<file path="src/rtl/hazard_control_unit_pkg.sv">
// ============================================================================
// Module  : hazard_control_unit_pkg
// Brief   : FSM state encoding and stall-depth constants for the hazard unit.
// Revision: 1.0
// ============================================================================
`default_nettype none

package hazard_control_unit_pkg;

    typedef enum logic [1:0] {
        IDLE   = 2'b00,
        STALL  = 2'b01,
        HALTED = 2'b10
    } hcu_state_t;

    localparam int LOAD_USE_STALLS = 1;
    localparam int BR_IDEX_STALLS  = 2;
    localparam int BR_EXMEM_STALLS = 1;
    localparam int FLAG_STALLS     = 1;

endpackage

`default_nettype wire

</file>
<file path="src/rtl/hazard_control_unit_detect.sv">
// ============================================================================
// Module  : hazard_detect
// Brief   : Combinational required-stall-count (N) from register/flag fields.
// Revision: 1.0
// ============================================================================
`default_nettype none

module hazard_detect
    import hazard_control_unit_pkg::*;
#(
    parameter int REG_ADDR_W  = 4,
    parameter int STALL_CNT_W = 2
) (
    input  logic [REG_ADDR_W-1:0]  if_id_rs,
    input  logic [REG_ADDR_W-1:0]  if_id_rt,
    input  logic                   if_id_uses_rt,
    input  logic                   if_id_is_store,
    input  logic                   if_id_branch,
    input  logic                   if_id_cond_branch,
    input  logic [REG_ADDR_W-1:0]  id_ex_rd,
    input  logic                   id_ex_write_reg,
    input  logic                   id_ex_mem_read,
    input  logic                   id_ex_sets_flags,
    input  logic [REG_ADDR_W-1:0]  ex_mem_rd,
    input  logic                   ex_mem_write_reg,
    output logic [STALL_CNT_W-1:0] stall_n
);

    localparam logic [STALL_CNT_W-1:0] c_LU    = STALL_CNT_W'(LOAD_USE_STALLS);
    localparam logic [STALL_CNT_W-1:0] c_BR_EX = STALL_CNT_W'(BR_IDEX_STALLS);
    localparam logic [STALL_CNT_W-1:0] c_BR_MM = STALL_CNT_W'(BR_EXMEM_STALLS);
    localparam logic [STALL_CNT_W-1:0] c_FLAG  = STALL_CNT_W'(FLAG_STALLS);

    function automatic logic reg_match(input logic we,
                                       input logic [REG_ADDR_W-1:0] rd,
                                       input logic [REG_ADDR_W-1:0] src);
        return we && (rd != '0) && (rd == src);
    endfunction

    logic w_load_use;
    logic w_br_ex;
    logic w_br_mem;
    logic w_flag;

    // A store's Rt is only needed in MEM, where MEM-MEM forwarding supplies it.
    assign w_load_use = id_ex_mem_read &&
                        (reg_match(id_ex_write_reg, id_ex_rd, if_id_rs) ||
                         (if_id_uses_rt && !if_id_is_store &&
                          reg_match(id_ex_write_reg, id_ex_rd, if_id_rt)));
    assign w_br_ex    = if_id_branch && reg_match(id_ex_write_reg, id_ex_rd, if_id_rs);
    assign w_br_mem   = if_id_branch && reg_match(ex_mem_write_reg, ex_mem_rd, if_id_rs);
    assign w_flag     = if_id_cond_branch && id_ex_sets_flags;

    // Overlapping hazards share stall cycles, so take the maximum.
    always_comb begin
        stall_n = '0;
        if (w_load_use && (c_LU > stall_n))    stall_n = c_LU;
        if (w_br_ex    && (c_BR_EX > stall_n)) stall_n = c_BR_EX;
        if (w_br_mem   && (c_BR_MM > stall_n)) stall_n = c_BR_MM;
        if (w_flag     && (c_FLAG > stall_n))  stall_n = c_FLAG;
    end

endmodule

`default_nettype wire

</file>
<file path="src/rtl/hazard_control_unit.sv">
// ============================================================================
// Module  : hazard_control_unit
// Brief   : Decode-stage stall/flush/halt controller. Optional perf counters
//           enabled by defining HAZARD_PERF_CNT_EN.
// Revision: 1.0
// ============================================================================
`default_nettype none

module hazard_control_unit
    import hazard_control_unit_pkg::*;
#(
    parameter int REG_ADDR_W  = 4,
    parameter int STALL_CNT_W = 2
`ifdef HAZARD_PERF_CNT_EN
    ,
    parameter int CNT_W       = 16
`endif
) (
    input  logic                  clk,
    input  logic                  rst,
    input  logic [REG_ADDR_W-1:0] if_id_rs,
    input  logic [REG_ADDR_W-1:0] if_id_rt,
    input  logic                  if_id_uses_rt,
    input  logic                  if_id_is_store,
    input  logic                  if_id_branch,
    input  logic                  if_id_cond_branch,
    input  logic [REG_ADDR_W-1:0] id_ex_rd,
    input  logic                  id_ex_write_reg,
    input  logic                  id_ex_mem_read,
    input  logic                  id_ex_sets_flags,
    input  logic [REG_ADDR_W-1:0] ex_mem_rd,
    input  logic                  ex_mem_write_reg,
    input  logic                  branch_taken,
    input  logic                  mem_wb_halt,
    output logic                  pc_write,
    output logic                  if_id_write,
    output logic                  if_id_flush,
    output logic                  id_ex_flush,
    output logic                  stall_active,
    output logic                  halted
`ifdef HAZARD_PERF_CNT_EN
    ,
    output logic [CNT_W-1:0]      stall_cycles,
    output logic [CNT_W-1:0]      flush_count
`endif
);

    hcu_state_t             r_state;
    logic [STALL_CNT_W-1:0] r_cnt;
    logic [STALL_CNT_W-1:0] w_stall_n;
    logic                   w_stall;

    hazard_detect #(
        .REG_ADDR_W  (REG_ADDR_W),
        .STALL_CNT_W (STALL_CNT_W)
    ) u_detect (
        .if_id_rs          (if_id_rs),
        .if_id_rt          (if_id_rt),
        .if_id_uses_rt     (if_id_uses_rt),
        .if_id_is_store    (if_id_is_store),
        .if_id_branch      (if_id_branch),
        .if_id_cond_branch (if_id_cond_branch),
        .id_ex_rd          (id_ex_rd),
        .id_ex_write_reg   (id_ex_write_reg),
        .id_ex_mem_read    (id_ex_mem_read),
        .id_ex_sets_flags  (id_ex_sets_flags),
        .ex_mem_rd         (ex_mem_rd),
        .ex_mem_write_reg  (ex_mem_write_reg),
        .stall_n           (w_stall_n)
    );

    assign w_stall = (r_state == STALL) || ((r_state == IDLE) && (w_stall_n != '0));

    // The first stall cycle is served from IDLE; STALL covers the remainder.
    always_ff @(posedge clk) begin
        if (rst) begin
            r_state <= IDLE;
            r_cnt   <= '0;
        end else if (mem_wb_halt) begin
            r_state <= HALTED;
            r_cnt   <= '0;
        end else begin
            case (r_state)
                IDLE: begin
                    if (w_stall_n > STALL_CNT_W'(1)) begin
                        r_cnt   <= w_stall_n - STALL_CNT_W'(1);
                        r_state <= STALL;
                    end
                end
                STALL: begin
                    r_cnt <= r_cnt - STALL_CNT_W'(1);
                    if (r_cnt == STALL_CNT_W'(1)) r_state <= IDLE;
                end
                HALTED: r_state <= HALTED;
                default: begin
                    r_state <= IDLE;
                    r_cnt   <= '0;
                end
            endcase
        end
    end

    // Priority: reset, halt, stall, taken-branch flush.
    always_comb begin
        pc_write     = 1'b1;
        if_id_write  = 1'b1;
        if_id_flush  = 1'b0;
        id_ex_flush  = 1'b0;
        stall_active = 1'b0;
        halted       = 1'b0;
        if (rst) begin
            pc_write = 1'b1;
        end else if ((r_state == HALTED) || mem_wb_halt) begin
            pc_write    = 1'b0;
            if_id_write = 1'b0;
            id_ex_flush = 1'b1;
            halted      = 1'b1;
        end else if (w_stall) begin
            pc_write     = 1'b0;
            if_id_write  = 1'b0;
            id_ex_flush  = 1'b1;
            stall_active = 1'b1;
        end else if (branch_taken) begin
            if_id_flush = 1'b1;
        end
    end

`ifdef HAZARD_PERF_CNT_EN
    logic [CNT_W-1:0] r_stall_cycles;
    logic [CNT_W-1:0] r_flush_count;

    always_ff @(posedge clk) begin
        if (rst) begin
            r_stall_cycles <= '0;
            r_flush_count  <= '0;
        end else if (r_state != HALTED) begin
            if (stall_active && (r_stall_cycles != '1))
                r_stall_cycles <= r_stall_cycles + 1'b1;
            if (if_id_flush && (r_flush_count != '1))
                r_flush_count <= r_flush_count + 1'b1;
        end
    end

    assign stall_cycles = r_stall_cycles;
    assign flush_count  = r_flush_count;
`endif

endmodule

`default_nettype wire

</file>
<file path="config.mk">
export PLATFORM = sky130hd
export DESIGN_NAME = hazard_control_unit
export DESIGN_NICKNAME = d
export VERILOG_FILES = /design/src/rtl/hazard_control_unit_pkg.sv /design/src/rtl/hazard_control_unit_detect.sv /design/src/rtl/hazard_control_unit.sv
export SDC_FILE = /design/constraint.sdc
export NUM_CORES = 1
export LEC_CHECK = 0
export CAP_MARGIN = 30
export CORE_UTILIZATION = 24
export CTS_BUF_LIST = sky130_fd_sc_hd__clkbuf_4
export CTS_CLUSTER_SIZE = 25
export DETAILED_ROUTE_END_ITERATION = 10
export HOLD_SLACK_MARGIN = 0.1
export PLACE_DENSITY = 0.68
export SKIP_LAST_GASP = 1
export SYNTH_ARGS = -nofsm -noshare
export SYNTH_HDL_FRONTEND = slang
export SYNTH_SLANG_ARGS = --single-unit
export TNS_END_PERCENT = 20
</file>
<file path="constraint.sdc">
create_clock -name clk -period 5.8 [get_ports clk]
set_input_delay 1.16 -clock clk [delete_from_list [all_inputs] [get_ports clk]]
set_output_delay 1.16 -clock clk [all_outputs]
set_load 0.01 [all_outputs]
</file>
==> impl_metrics.ini <==
[synth]
synthCells = 59
synth_compound_gate_area_share_pct = 25.07
synth_top_family_by_area = compound AO/OA/AOI/OAI gates
syn_area_um2 = 474.2
ys_seq_area_share_pct = 16.89
ys_seq_elements = 4
synthMuxAreaShare_pct = 2.111
synthSimpleGateAreaFrac_pct = 24.80
synth-xor-area-share_pct = 20.32
synth_area_per_cell_um2 = 8.037
synth_cell_types = 30
synth.net_count = 89
synth-adder-area-share_pct = 5.277
yosysWarningCount = 0

[pwr]
vdd_ir_drop_max_uv = 75.98
p_sw_mw = 0.02934
power_density_mw_per_mm2 = 131.2
pwr-share-seq_pct = 26.3
clkPwrFrac_pct = 30.8
intPower_mw = 0.08131
swShare_pct = 26.52
leakagePower_nw = 0.2884
p_comb_share_pct = 43.0

[clock_network]
root_buffer = clkbuf_4
cts.hold.buffers_added = 0
insertion_delay_ns = 0.23
cts_max_path_buffers = 2
cts_buffers = 3
post_cts_buffers = 0
cts.clk_slew.worst_paths_ns = 0.04
cts_tree = done
numClockSinks = 4
htree_levels = 1
postCtsResizedCells = 0

[grt]
grt_use_total_pct = 12.62
antenna_found_initial = 0
grt_pass1_wl_um = 1918
grt_pass1_vias = 493
grt-ovfl-total = 0
grt_max_degree = 10

[timing]
worst_clock_skew_ns = 0.003036
tns_ns = 0
relSlewSlack_pct = 75.71
rsz0062_at_grt = no
post-route-min-period_ns = 5.036
setup_viol = 0
drv_slew = 0
worst_pin_slew_ns = 0.3596
period_share_pct = 86.82
clock.fmax_mhz = 198.6
final_hold_viol_count = 0

[detailed_routing]
dr.pass1.iters = 4
drtIter0Drc = 5
vias = 581
drt-wirelength-per-cell_um = 10.55
postRouteAntennaNets = 0
drt-total-wl_um = 1245
drc_errors = 0
vias_per_cell = 4.924

[place]
dpl.hpwl_um = 1074
routabilityCongestion = 0.7475
place_area_um2 = 820.8
io_buffers = 33
placedCellCount = 115

[die]
start_util_pct = 26.60
die_height_um = 46.45
num_rows = 15
fp.dieArea_mm2 = 0.002158
fp.coreArea_mm2 = 0.001783
num_io_pins = 34
die_w_um = 46.45

[worst_setup_path]
crit_type = in -> out
reg2reg_to = r_cnt[0]
crit_fanout = 3
start_kind = input pin
timing.reg2reg.setup_slack_ns = 4.71
crit_path_start = if_id_rs[1]
end_kind = output port
cp-endpoint = if_id_write
cp.required_ns = 4.64
crit_arrival_ns = 3.88
worstReg2RegStart = r_state[1]
worstRegToRegCells = 2

[cells_and_area]
mostFrequentLayoutCell = clkdlybuf4s50_1
diodes = 0
fin_cells = 118
fill_cells = 180
final_core_util_pct = 47.30
area_growth_pct = 77.84
most-common-layout-cells = 33 x clkdlybuf4s50_1, 6 x xnor2_1, 5 x xor2_1, 5 x nor2_1
drive_above_1_share_pct = 6.452
nNetsFinal = 125
fin_area_um2 = 843.3

[run_status]
status = complete, no violations

[job]
cap_violations = 0

[min_path]
hold_class = reg -> reg
how the worst min path moves through the flow:
| stage | slack, ns | startpoint | end | cells past startpoint |
|---|---|---|---|---|
| 2_1_floorplan | 0.46 | r_cnt[0] | r_cnt[0] | 2 |
| 6_report | 0.49 | r_cnt[0] | r_cnt[0] | 2 |
| 3_3_place_gp | 0.47 | r_cnt[0] | r_cnt[0] | 2 |
| 3_5_place_dp | 0.48 | r_cnt[0] | r_cnt[0] | 2 |
| 4_1_cts | 0.49 | r_cnt[0] | r_cnt[0] | 2 |
| 5_1_grt | 0.52 | r_cnt[0] | r_cnt[0] | 2 |
worst max-delay path, cell delays in order:
cell,delay [ns]
clkdlybuf4s50_1,0.53
xnor2_1,0.14
o2111ai_1,0.11
o41ai_1,0.44
a22oi_1,0.15
ha_1,0.21
nor2b_1,0.13
mux2i_1,0.17
nor2_1,0.07
or2_2,0.28
clkdlybuf4s50_1,0.48
layout make-up:
class	instances	area, um2	area share (%)
multi-input cells	50	367.9	43.62
repair buffers	33	330.3	39.17
inverters	3	11.26	1.335
well taps	25	31.28	3.709
clock buffers	3	22.52	2.671
flip-flops and latches	4	80.08	9.496
power by group through the flow:
stage	Clock, mW	Combinational, mW	Sequential, mW
3_3_place_gp	0	0.0471	0.0295
4_1_cts	0.0352	0.0481	0.0291
3_5_place_dp	0	0.0478	0.0295
6_report	0.0340	0.0475	0.0291
5_1_grt	0.0390	0.0515	0.0292
2_1_floorplan	0	0.0198	0.0293
stage by stage:
stage	worst slack [ns]	power, mW	hold slack [ns]
finish	0.7645	0.1107	0.4889
global route	0.6124	0.1198	0.5171
CTS	0.7507	0.1125	0.4917
detailed placement	0.7761	0.07728	0.4821
global placement	0.7650	0.07664	0.4740
floorplan	1.756	0.04909	0.4577
layer usage:
layer | wire length [um] | track usage [%]
met1 | 527 | 14.35
met2 | 596 | 21.39
met4 | 24 | 5.294
met5 | 0 | 0
met3 | 97 | 3.922
synth_stat cells:
cell	count	area, um2
nand3_1	1	5.000
nor2b_1	2	12.51
o32ai_1	1	8.760
a21oi_1	1	5.000
xnor2_1	6	52.55
buf_4	2	15.01
o41a_1	1	11.26
o311ai_1	1	8.760
nand2_1	4	15.01
or4_1	1	7.510
or2_2	1	6.260
nand4_1	1	6.260
mux2i_1	1	10.01
a22oi_1	1	7.510
o21a_1	2	15.01
o32ai_2	1	16.27
o2111ai_1	1	8.760
nor2_1	5	18.77
a31oi_1	2	12.51
and4_1	1	8.760
inv_1	3	11.26
o41ai_1	2	17.52
nor3_1	3	15.01
nand2_2	1	6.260
nor4b_1	1	8.760
xor2_1	5	43.79
dfxtp_1	4	80.08
o211ai_1	1	7.510
nand3b_1	1	7.510
ha_1	2	25.02
cell families (layout without fill, tap and decap cells):
group	Yosys count	after routing
fa+ha+maj	2	2
simple gates	22	22
buf+inv	5	39
compound gates	14	14
mux	1	1
flops	4	4
xor+xnor	11	11
state kept, by name, indices dropped and copies added, names as in the netlist:
signal and flops:
r_state 2, r_cnt 2
Note: power is estimated with default switching activity, not from simulation.
